===== config.mk =====
export PLATFORM = sky130hd
export DESIGN_NAME = channel_llr_init_flat
export DESIGN_NICKNAME = d
export VERILOG_FILES = /design/src/rtl/channel_llr_init_pkg.sv /design/src/rtl/channel_llr_init_if.sv /design/src/rtl/channel_llr_init_lane_map.sv /design/src/rtl/channel_llr_init.sv /design/src/flat_wrapper.sv
export SDC_FILE = /design/constraint.sdc
export NUM_CORES = 1
export LEC_CHECK = 0
export ABC_AREA = 1
export CORE_MARGIN = 2
export CORE_UTILIZATION = 38
export CTS_CLUSTER_DIAMETER = 100
export DETAILED_ROUTE_END_ITERATION = 16
export MAX_ROUTING_LAYER = met4
export PLACE_DENSITY = 0.55
export SLEW_MARGIN = 20
export SYNTH_ARGS = -nofsm -noshare
export SYNTH_HDL_FRONTEND = slang
export SYNTH_SLANG_ARGS = --single-unit
export TNS_END_PERCENT = 100

===== constraint.sdc =====
create_clock -name clk -period 3.38 [get_ports clk]
set_input_delay 0.338 -clock clk [delete_from_list [all_inputs] [get_ports clk]]
set_output_delay 0.338 -clock clk [all_outputs]
set_load 0.02 [all_outputs]

===== src/rtl/channel_llr_init_pkg.sv =====
// rtl/channel_llr_init_pkg.sv - shared constants and types for the channel LLR initialiser
// Default magnitudes are ln((1-q)/q) in Q5.10 for QBER q = 0.01 .. 0.11.
package llr_init_pkg;

  localparam int NUM_QBER = 11;

  typedef enum logic {
    ST_IDLE   = 1'b0,
    ST_STREAM = 1'b1
  } llr_state_t;

  function automatic logic [15:0] def_mag(input int idx);
    case (idx)
      0:       def_mag = 16'h1261;
      1:       def_mag = 16'h0F91;
      2:       def_mag = 16'h0DE8;
      3:       def_mag = 16'h0CB6;
      4:       def_mag = 16'h0BC7;
      5:       def_mag = 16'h0B02;
      6:       def_mag = 16'h0A59;
      7:       def_mag = 16'h09C5;
      8:       def_mag = 16'h0941;
      9:       def_mag = 16'h08CA;
      10:      def_mag = 16'h085D;
      default: def_mag = 16'h0000;
    endcase
  endfunction

endpackage


===== src/rtl/channel_llr_init_if.sv =====
// rtl/channel_llr_init_if.sv - input beat stream and output LLR stream of the initialiser
interface channel_llr_init_if #(
  parameter int LANES   = 4,
  parameter int LLR_W   = 15,
  parameter int QSEL_W  = 4,
  parameter int SCALE_W = 2
) ();

  logic                   in_valid;
  logic                   in_ready;
  logic [LANES-1:0]       in_bits;
  logic                   in_last;
  logic [QSEL_W-1:0]      qber_sel;
  logic [SCALE_W-1:0]     scale;
  logic                   out_valid;
  logic                   out_ready;
  logic [LANES*LLR_W-1:0] out_llr;
  logic                   out_last;

  modport master (
    output in_valid, in_bits, in_last, qber_sel, scale, out_ready,
    input  in_ready, out_valid, out_llr, out_last
  );

  modport slave (
    input  in_valid, in_bits, in_last, qber_sel, scale, out_ready,
    output in_ready, out_valid, out_llr, out_last
  );

endinterface


===== src/rtl/channel_llr_init_lane_map.sv =====
// rtl/channel_llr_init_lane_map.sv - one lane: magnitude, rounding shift, sign from xi
// Rounding is half-up; the extra MSB of w_ext absorbs the rounding carry.
module llr_lane_map #(
  parameter int LLR_W   = 15,
  parameter int SCALE_W = 2
) (
  input  logic [LLR_W-2:0]   i_mag,
  input  logic [SCALE_W-1:0] i_scale,
  input  logic               i_xi,
  output logic [LLR_W-1:0]   o_llr
);

  logic [LLR_W-1:0] w_ext;
  logic [LLR_W-1:0] w_bias;
  logic [LLR_W-1:0] w_rnd;

  always_comb begin
    w_ext  = {1'b0, i_mag};
    w_bias = '0;
    if (i_scale != '0) begin
      w_bias = LLR_W'(1) << (i_scale - SCALE_W'(1));
    end
    w_rnd = (w_ext + w_bias) >> i_scale;
    o_llr = i_xi ? (-w_rnd) : w_rnd;
  end

endmodule


===== src/rtl/channel_llr_init.sv =====
// rtl/channel_llr_init.sv - streaming channel-LLR initialiser, two-stage stall pipeline
// S1 registers table read, bits and last; S2 registers the signed per-lane LLRs.
module channel_llr_init
  import llr_init_pkg::*;
#(
  parameter int LANES   = 4,
  parameter int LLR_W   = 15,
  parameter int QSEL_W  = 4,
  parameter int SCALE_W = 2
) (
  input  logic                clk,
  input  logic                rst_n,
  channel_llr_init_if.slave   bus,
  input  logic                i_cfg_we,
  input  logic [QSEL_W-1:0]   i_cfg_addr,
  input  logic [LLR_W-2:0]    i_cfg_data,
  output logic                o_cfg_ready,
  output logic                o_err_qsel,
  output logic [15:0]         o_frame_beats
);

  localparam int DEPTH = 2**QSEL_W;

  llr_state_t             r_state;
  llr_state_t             w_state_nxt;
  logic [LLR_W-2:0]       r_table [DEPTH];
  logic [QSEL_W-1:0]      r_frame_qsel;
  logic [SCALE_W-1:0]     r_frame_scale;
  logic                   r_s1_valid;
  logic                   r_s1_last;
  logic [LANES-1:0]       r_s1_bits;
  logic [LLR_W-2:0]       r_s1_mag;
  logic [SCALE_W-1:0]     r_s1_scale;
  logic                   r_s2_valid;
  logic                   r_s2_last;
  logic [LANES*LLR_W-1:0] r_s2_llr;
  logic [15:0]            r_cnt;
  logic [15:0]            r_frame_beats;
  logic                   r_err;

  logic                   w_en;
  logic                   w_acc;
  logic                   w_first;
  logic                   w_cfg_ready;
  logic [QSEL_W-1:0]      w_qsel;
  logic [SCALE_W-1:0]     w_scale;
  logic [LANES*LLR_W-1:0] w_lane_llr;

  assign w_en        = bus.out_ready || !r_s2_valid;
  assign bus.in_ready = w_en && rst_n;
  assign w_acc       = bus.in_valid && bus.in_ready;
  assign w_first     = w_acc && (r_state == ST_IDLE);
  // The first beat of a frame is processed with its own qber_sel/scale, not the stale frame registers.
  assign w_qsel      = (r_state == ST_IDLE) ? bus.qber_sel : r_frame_qsel;
  assign w_scale     = (r_state == ST_IDLE) ? bus.scale    : r_frame_scale;
  assign w_cfg_ready = (r_state == ST_IDLE) && !r_s1_valid && !r_s2_valid && !bus.in_valid;

  assign bus.out_valid = r_s2_valid;
  assign bus.out_last  = r_s2_last;
  assign bus.out_llr   = r_s2_llr;
  assign o_cfg_ready   = w_cfg_ready;
  assign o_err_qsel    = r_err;
  assign o_frame_beats = r_frame_beats;

  always_comb begin
    w_state_nxt = r_state;
    case (r_state)
      ST_IDLE:   if (w_acc && !bus.in_last) w_state_nxt = ST_STREAM;
      ST_STREAM: if (w_acc && bus.in_last)  w_state_nxt = ST_IDLE;
      default:   w_state_nxt = ST_IDLE;
    endcase
  end

  always_ff @(posedge clk or negedge rst_n) begin
    if (!rst_n) begin
      r_state <= ST_IDLE;
    end else begin
      r_state <= w_state_nxt;
    end
  end

  always_ff @(posedge clk or negedge rst_n) begin
    if (!rst_n) begin
      for (int i = 0; i < DEPTH; i++) begin
        r_table[i] <= (LLR_W-1)'(def_mag(i));
      end
    end else if (i_cfg_we && w_cfg_ready) begin
      r_table[i_cfg_addr] <= i_cfg_data;
    end
  end

  always_ff @(posedge clk or negedge rst_n) begin
    if (!rst_n) begin
      r_frame_qsel  <= '0;
      r_frame_scale <= '0;
      r_err         <= 1'b0;
    end else if (w_first) begin
      r_frame_qsel  <= bus.qber_sel;
      r_frame_scale <= bus.scale;
      if (int'(bus.qber_sel) >= NUM_QBER && r_table[bus.qber_sel] == '0) begin
        r_err <= 1'b1;
      end
    end
  end

  always_ff @(posedge clk or negedge rst_n) begin
    if (!rst_n) begin
      r_cnt         <= '0;
      r_frame_beats <= '0;
    end else if (w_acc) begin
      if (bus.in_last) begin
        r_frame_beats <= (r_cnt == 16'hFFFF) ? 16'hFFFF : r_cnt + 16'd1;
        r_cnt         <= '0;
      end else if (r_cnt != 16'hFFFF) begin
        r_cnt <= r_cnt + 16'd1;
      end
    end
  end

  for (genvar g = 0; g < LANES; g++) begin : g_lane
    llr_lane_map #(
      .LLR_W   (LLR_W),
      .SCALE_W (SCALE_W)
    ) u_lane (
      .i_mag   (r_s1_mag),
      .i_scale (r_s1_scale),
      .i_xi    (r_s1_bits[g]),
      .o_llr   (w_lane_llr[g*LLR_W +: LLR_W])
    );
  end

  // One shared enable: the whole pipeline freezes while the output is stalled.
  always_ff @(posedge clk or negedge rst_n) begin
    if (!rst_n) begin
      r_s1_valid <= 1'b0;
      r_s1_last  <= 1'b0;
      r_s1_bits  <= '0;
      r_s1_mag   <= '0;
      r_s1_scale <= '0;
      r_s2_valid <= 1'b0;
      r_s2_last  <= 1'b0;
      r_s2_llr   <= '0;
    end else if (w_en) begin
      r_s1_valid <= w_acc;
      r_s1_last  <= bus.in_last;
      r_s1_bits  <= bus.in_bits;
      r_s1_mag   <= r_table[w_qsel];
      r_s1_scale <= w_scale;
      r_s2_valid <= r_s1_valid;
      r_s2_last  <= r_s1_valid && r_s1_last;
      r_s2_llr   <= w_lane_llr;
    end
  end

endmodule

===== src/flat_wrapper.sv =====
// flat-port wrapper written by rule: the top's interface ports become plain ports
module channel_llr_init_flat import llr_init_pkg::*;
#(
  parameter int LANES   = 4,
  parameter int LLR_W   = 15,
  parameter int QSEL_W  = 4,
  parameter int SCALE_W = 2
)
  (clk, rst_n, i_cfg_we, i_cfg_addr, i_cfg_data, o_cfg_ready, o_err_qsel, o_frame_beats, bus_in_valid, bus_in_bits, bus_in_last, bus_qber_sel, bus_scale, bus_out_ready, bus_in_ready, bus_out_valid, bus_out_llr, bus_out_last);
  channel_llr_init_if #(.LANES(LANES), .LLR_W(LLR_W), .QSEL_W(QSEL_W), .SCALE_W(SCALE_W)) bus_i ();
  input  logic clk;
  input  logic rst_n;
  input  logic i_cfg_we;
  input  logic [QSEL_W-1:0] i_cfg_addr;
  input  logic [LLR_W-2:0] i_cfg_data;
  output logic o_cfg_ready;
  output logic o_err_qsel;
  output logic [15:0] o_frame_beats;
  input wire logic [$bits(bus_i.in_valid)-1:0] bus_in_valid;
  input wire logic [$bits(bus_i.in_bits)-1:0] bus_in_bits;
  input wire logic [$bits(bus_i.in_last)-1:0] bus_in_last;
  input wire logic [$bits(bus_i.qber_sel)-1:0] bus_qber_sel;
  input wire logic [$bits(bus_i.scale)-1:0] bus_scale;
  input wire logic [$bits(bus_i.out_ready)-1:0] bus_out_ready;
  output wire logic [$bits(bus_i.in_ready)-1:0] bus_in_ready;
  output wire logic [$bits(bus_i.out_valid)-1:0] bus_out_valid;
  output wire logic [$bits(bus_i.out_llr)-1:0] bus_out_llr;
  output wire logic [$bits(bus_i.out_last)-1:0] bus_out_last;
  assign bus_i.in_valid = bus_in_valid;
  assign bus_i.in_bits = bus_in_bits;
  assign bus_i.in_last = bus_in_last;
  assign bus_i.qber_sel = bus_qber_sel;
  assign bus_i.scale = bus_scale;
  assign bus_i.out_ready = bus_out_ready;
  assign bus_in_ready = bus_i.in_ready;
  assign bus_out_valid = bus_i.out_valid;
  assign bus_out_llr = bus_i.out_llr;
  assign bus_out_last = bus_i.out_last;
  channel_llr_init #(.LANES(LANES), .LLR_W(LLR_W), .QSEL_W(QSEL_W), .SCALE_W(SCALE_W)) u_core (.clk(clk), .rst_n(rst_n), .bus(bus_i), .i_cfg_we(i_cfg_we), .i_cfg_addr(i_cfg_addr), .i_cfg_data(i_cfg_data), .o_cfg_ready(o_cfg_ready), .o_err_qsel(o_err_qsel), .o_frame_beats(o_frame_beats));
endmodule

==> impl_metrics.ini <==
[outcome]
outcome = finished, final reports clean

[logic_synthesis]
ys_seq_area_share_pct = 51.5
ys_ff_latch = 345
synth_cell_type_count = 41
synth_top_family_by_area = simple AND/OR/NAND/NOR gates
synthCells = 2090
yosys_warnings = 0
yosys.area_share.simple_pct = 22.4
syn-num-nets = 2131
synth.area.mux_share_pct = 0
synth-xor-area-share_pct = 0.931
syn_area_per_cell_sq_um = 8.10
netlist_area_sq_um = 16900
synth-adder-area-share_pct = 0.561
synth_compound_area_share_pct = 18.4

[power_and_ir_drop]
p_seq_share_pct = 34.7
power.switching_uw = 6240
power_density_nw_per_um2 = 810
pwr-share-clk_pct = 28.1
p_leak_uw = 0.00879
p_sw_share_pct = 38.3
cellInternalPower_uw = 10100
p_total_uw = 16300
p_comb_share_pct = 37.2
ir_drop_mv = 0.373

[die]
placementRows = 77
die_area_sq_um = 46300
die_y_um = 215
core_area_sq_um = 44100
die-width_um = 215
initial_core_util_pct = 38.4
ioPinCount = 115

[cells_and_area]
n_antenna_cell = 0
seqCellArea_sq_um = 8710
drive_gt1_share_pct = 10.2
final_cell_mix = nand2_1, o21ai_0, dfrtp_1, nor2_1, nand3_1
n_fill_cell = 4468
final_nets = 2200
layout.cells.non_filler = 2780
multi_input_area_sq_um = 7230
area_growth_pct = 18.7
final_common_cell = nand2_1

[timing]
period_share_pct = 89.1
skew_ns = 0.0211
hold_viol_final = 0
worst_hold_slack_ns = 0.286
rsz0062_at_grt = no
max_freq_mhz = 332
worst_pin_slew_ns = 0.964
tns_ns = 0
setup_violations = 0
slew_viol_final = 0
period_minus_slack_ns = 3.01
maxSlewHeadroom_pct = 35.8

[detailed_routing]
routedWlPerCell_um = 18.6
first_pass_iters = 5
via_count = 14832
drt-total-wl_mm = 51.6
viasPerCell = 5.34
remaining_drc_errors = 0
drtAntennaViolNets = 0
drt_iter0_drc = 1308

[worst_setup_path]
start_kind = register
end_kind = register
path_delay_family = simple AND/OR/NAND/NOR gates
path_cells = inv_1, nor2_1, ha_1, inv_1, fa_1, inv_1, nand3_1, nand2_4, nand2_1, nand2_1, nand2_1, nand2_1, nand2_1, nand2_2, inv_1, ha_2, nand3_4, nor2_4, xnor2_1, nand2_1, nand3_1, nand2_1
critPathKind = register to register
crit_path_max_fanout = 7
cpPeakStageDelay_ns = 0.39
reg2reg_slack_ns = 0.37
critPathArrivalTime_ns = 3.45
critical_path_buf_inv_count = 4
r2r-end = u_core.bus.out_llr[6]
worstPathRequired_ns = 3.82
rr_worst_depth = 22
crit_path_top_delay_cell = fa_1
cpMostUsedCell = nand2_1
rr_startpoint = u_core.r_s1_scale[0]

[clock_network]
clock-sinks = 345
cts_buffers = 39
post_cts_buffers = 0
cts_tree = done
clock_latency_ns = 0.55
clk_pin_slew_ns = 0.06
clockBufferDepth = 3
cts_root_buffer = clkbuf_16
cts_max_level = 2

[global_route]
grtUsageTotal_pct = 22.9
grtUsageMet2_pct = 36.5
use_met3_pct = 3.65
grt_start_max_net_pins = 116
grt_use_met1_pct = 30.4
top_usage_layer = met2
grt_pass1_vias = 14302
grt_overflow = 0
grt_pass1_wl_mm = 81.8
antenna_found_initial = 0

[min_path]
holdCritPathClass = primary input to async pin

[place]
portBuffers = 114
dp_hpwl_mm = 34.1
gp_congestion = 0.876
placed_cells = 2709

[run]
maxCapViolCount = 0
## sequential cells by signal, indices dropped and copies added (netlist names), named ones only
| signal | flops |
|---|---|
| u_core.bus.out_last | 1 |
| u_core.bus.out_llr | 57 |
| u_core.bus.out_valid | 1 |
| u_core.o_err_qsel | 1 |
| u_core.o_frame_beats | 16 |
| u_core.r_cnt | 16 |
| u_core.r_frame_qsel | 4 |
| u_core.r_frame_scale | 2 |
| u_core.r_s1_bits | 4 |
| u_core.r_s1_last | 1 |
| u_core.r_s1_mag | 14 |
| u_core.r_s1_scale | 2 |
| u_core.r_s1_valid | 1 |
| u_core.r_table | 224 |
## metal layers
metal | share of wire [%] | vias to the layer above | wire length [um]
met1 | 45 | 7143 | 23100
met3 | 5.7 | 83 | 2920
li1 | - | 7174 | -
met2 | 47 | 432 | 24300
met4 | 2.5 | 0 | 1300
met5 | 0 | - | 0
## synth_stat cells
cell type | number | share of area (%)
inv_1 | 116 | 2.6
clkinv_1 | 2 | 0.044
and2_1 | 3 | 0.11
buf_6 | 1 | 0.066
a21o_1 | 1 | 0.044
conb_1 | 1 | 0.022
dfstp_2 | 65 | 10
o211ai_1 | 22 | 0.98
a2bb2oi_1 | 16 | 0.83
a31oi_1 | 14 | 0.52
o21ai_0 | 360 | 11
o21ai_1 | 3 | 0.089
o21ai_2 | 2 | 0.10
o31ai_1 | 1 | 0.044
nor3_2 | 5 | 0.30
clkbuf_1 | 94 | 2.1
buf_4 | 4 | 0.18
a21oi_1 | 78 | 2.3
fa_1 | 1 | 0.12
xnor2_1 | 3 | 0.16
nand2_4 | 2 | 0.13
nor2_2 | 5 | 0.18
nor2_1 | 220 | 4.9
nor2_4 | 4 | 0.27
nand3b_1 | 3 | 0.13
o221ai_1 | 35 | 1.8
nor4_4 | 1 | 0.13
inv_2 | 7 | 0.16
ha_1 | 6 | 0.44
a22oi_1 | 1 | 0.044
xor2_1 | 15 | 0.78
nand4_1 | 16 | 0.59
nand2_1 | 458 | 10
dfrtp_1 | 280 | 41
nor3_1 | 19 | 0.56
clkbuf_2 | 1 | 0.030
buf_2 | 36 | 1.1
nand2_2 | 15 | 0.55
o22ai_1 | 28 | 1.0
nor4_1 | 16 | 0.59
nand3_1 | 130 | 3.8
## kinds of logic (layout without fill, tap and decap cells)
kind of cell               after synthesis  count (layout)
xor gates and xnor gates                18              18
adders and majority gates                7               7
DFF                                    345             345
AOI/OAI and AO/OA                      561             561
buffers and inverters                  261             359
and+or+nand+nor                        897             897
other                                    1               1
## stage by stage
step	util, %	setup slack [ns]	area (sq um)
2_1_floorplan	-	0.263	16900
3_3_place_gp	42.4	0.280	18700
3_5_place_dp	42.4	0.249	18700
4_1_cts	45.5	0.242	20100
5_1_grt	45.6	0.0153	20100
6_report	45.6	0.367	20100
## repair_timing
action                                 CTS  global route
hold buffers                             1             0
resized for setup                        0             5
setup endpoints to repair                0            24
endpoints found under the hold margin   31             0
## layout make-up
type / count / area share, %
well taps: 592 / 3.68
clock buffers: 54 / 5.48
multi-input cells: 1484 / 35.9
clock inverters: 16 / 1.33
repair buffers: 164 / 7.89
inverters: 125 / 2.34
flip-flops and latches: 345 / 43.3
## power by group through the flow
stage                     Combinational, uW  Sequential (uW)  Clock (uW)
after floorplan                        3410             5970           0
after CTS                              6050             5650        4670
after global placement                 5980             5700           0
final                                  6060             5650        4580
after global routing                   6720             5750        4830
after detailed placement               6030             5710           0
## worst max path at each step
stage,startpoint,end,slack [ns],cells past startpoint
2_1_floorplan,u_core.r_s1_scale[1],u_core.bus.out_llr[21],0.26,23
3_3_place_gp,u_core.r_s1_scale[0],u_core.bus.out_llr[51],0.28,22
3_5_place_dp,u_core.r_s1_scale[0],u_core.bus.out_llr[59],0.25,22
4_1_cts,u_core.r_s1_scale[0],u_core.bus.out_llr[6],0.24,22
5_1_grt,u_core.r_s1_scale[0],u_core.bus.out_llr[59],0.02,22
6_report,u_core.r_s1_scale[0],u_core.bus.out_llr[6],0.37,22
Note: power is estimated with default switching activity, not from simulation.
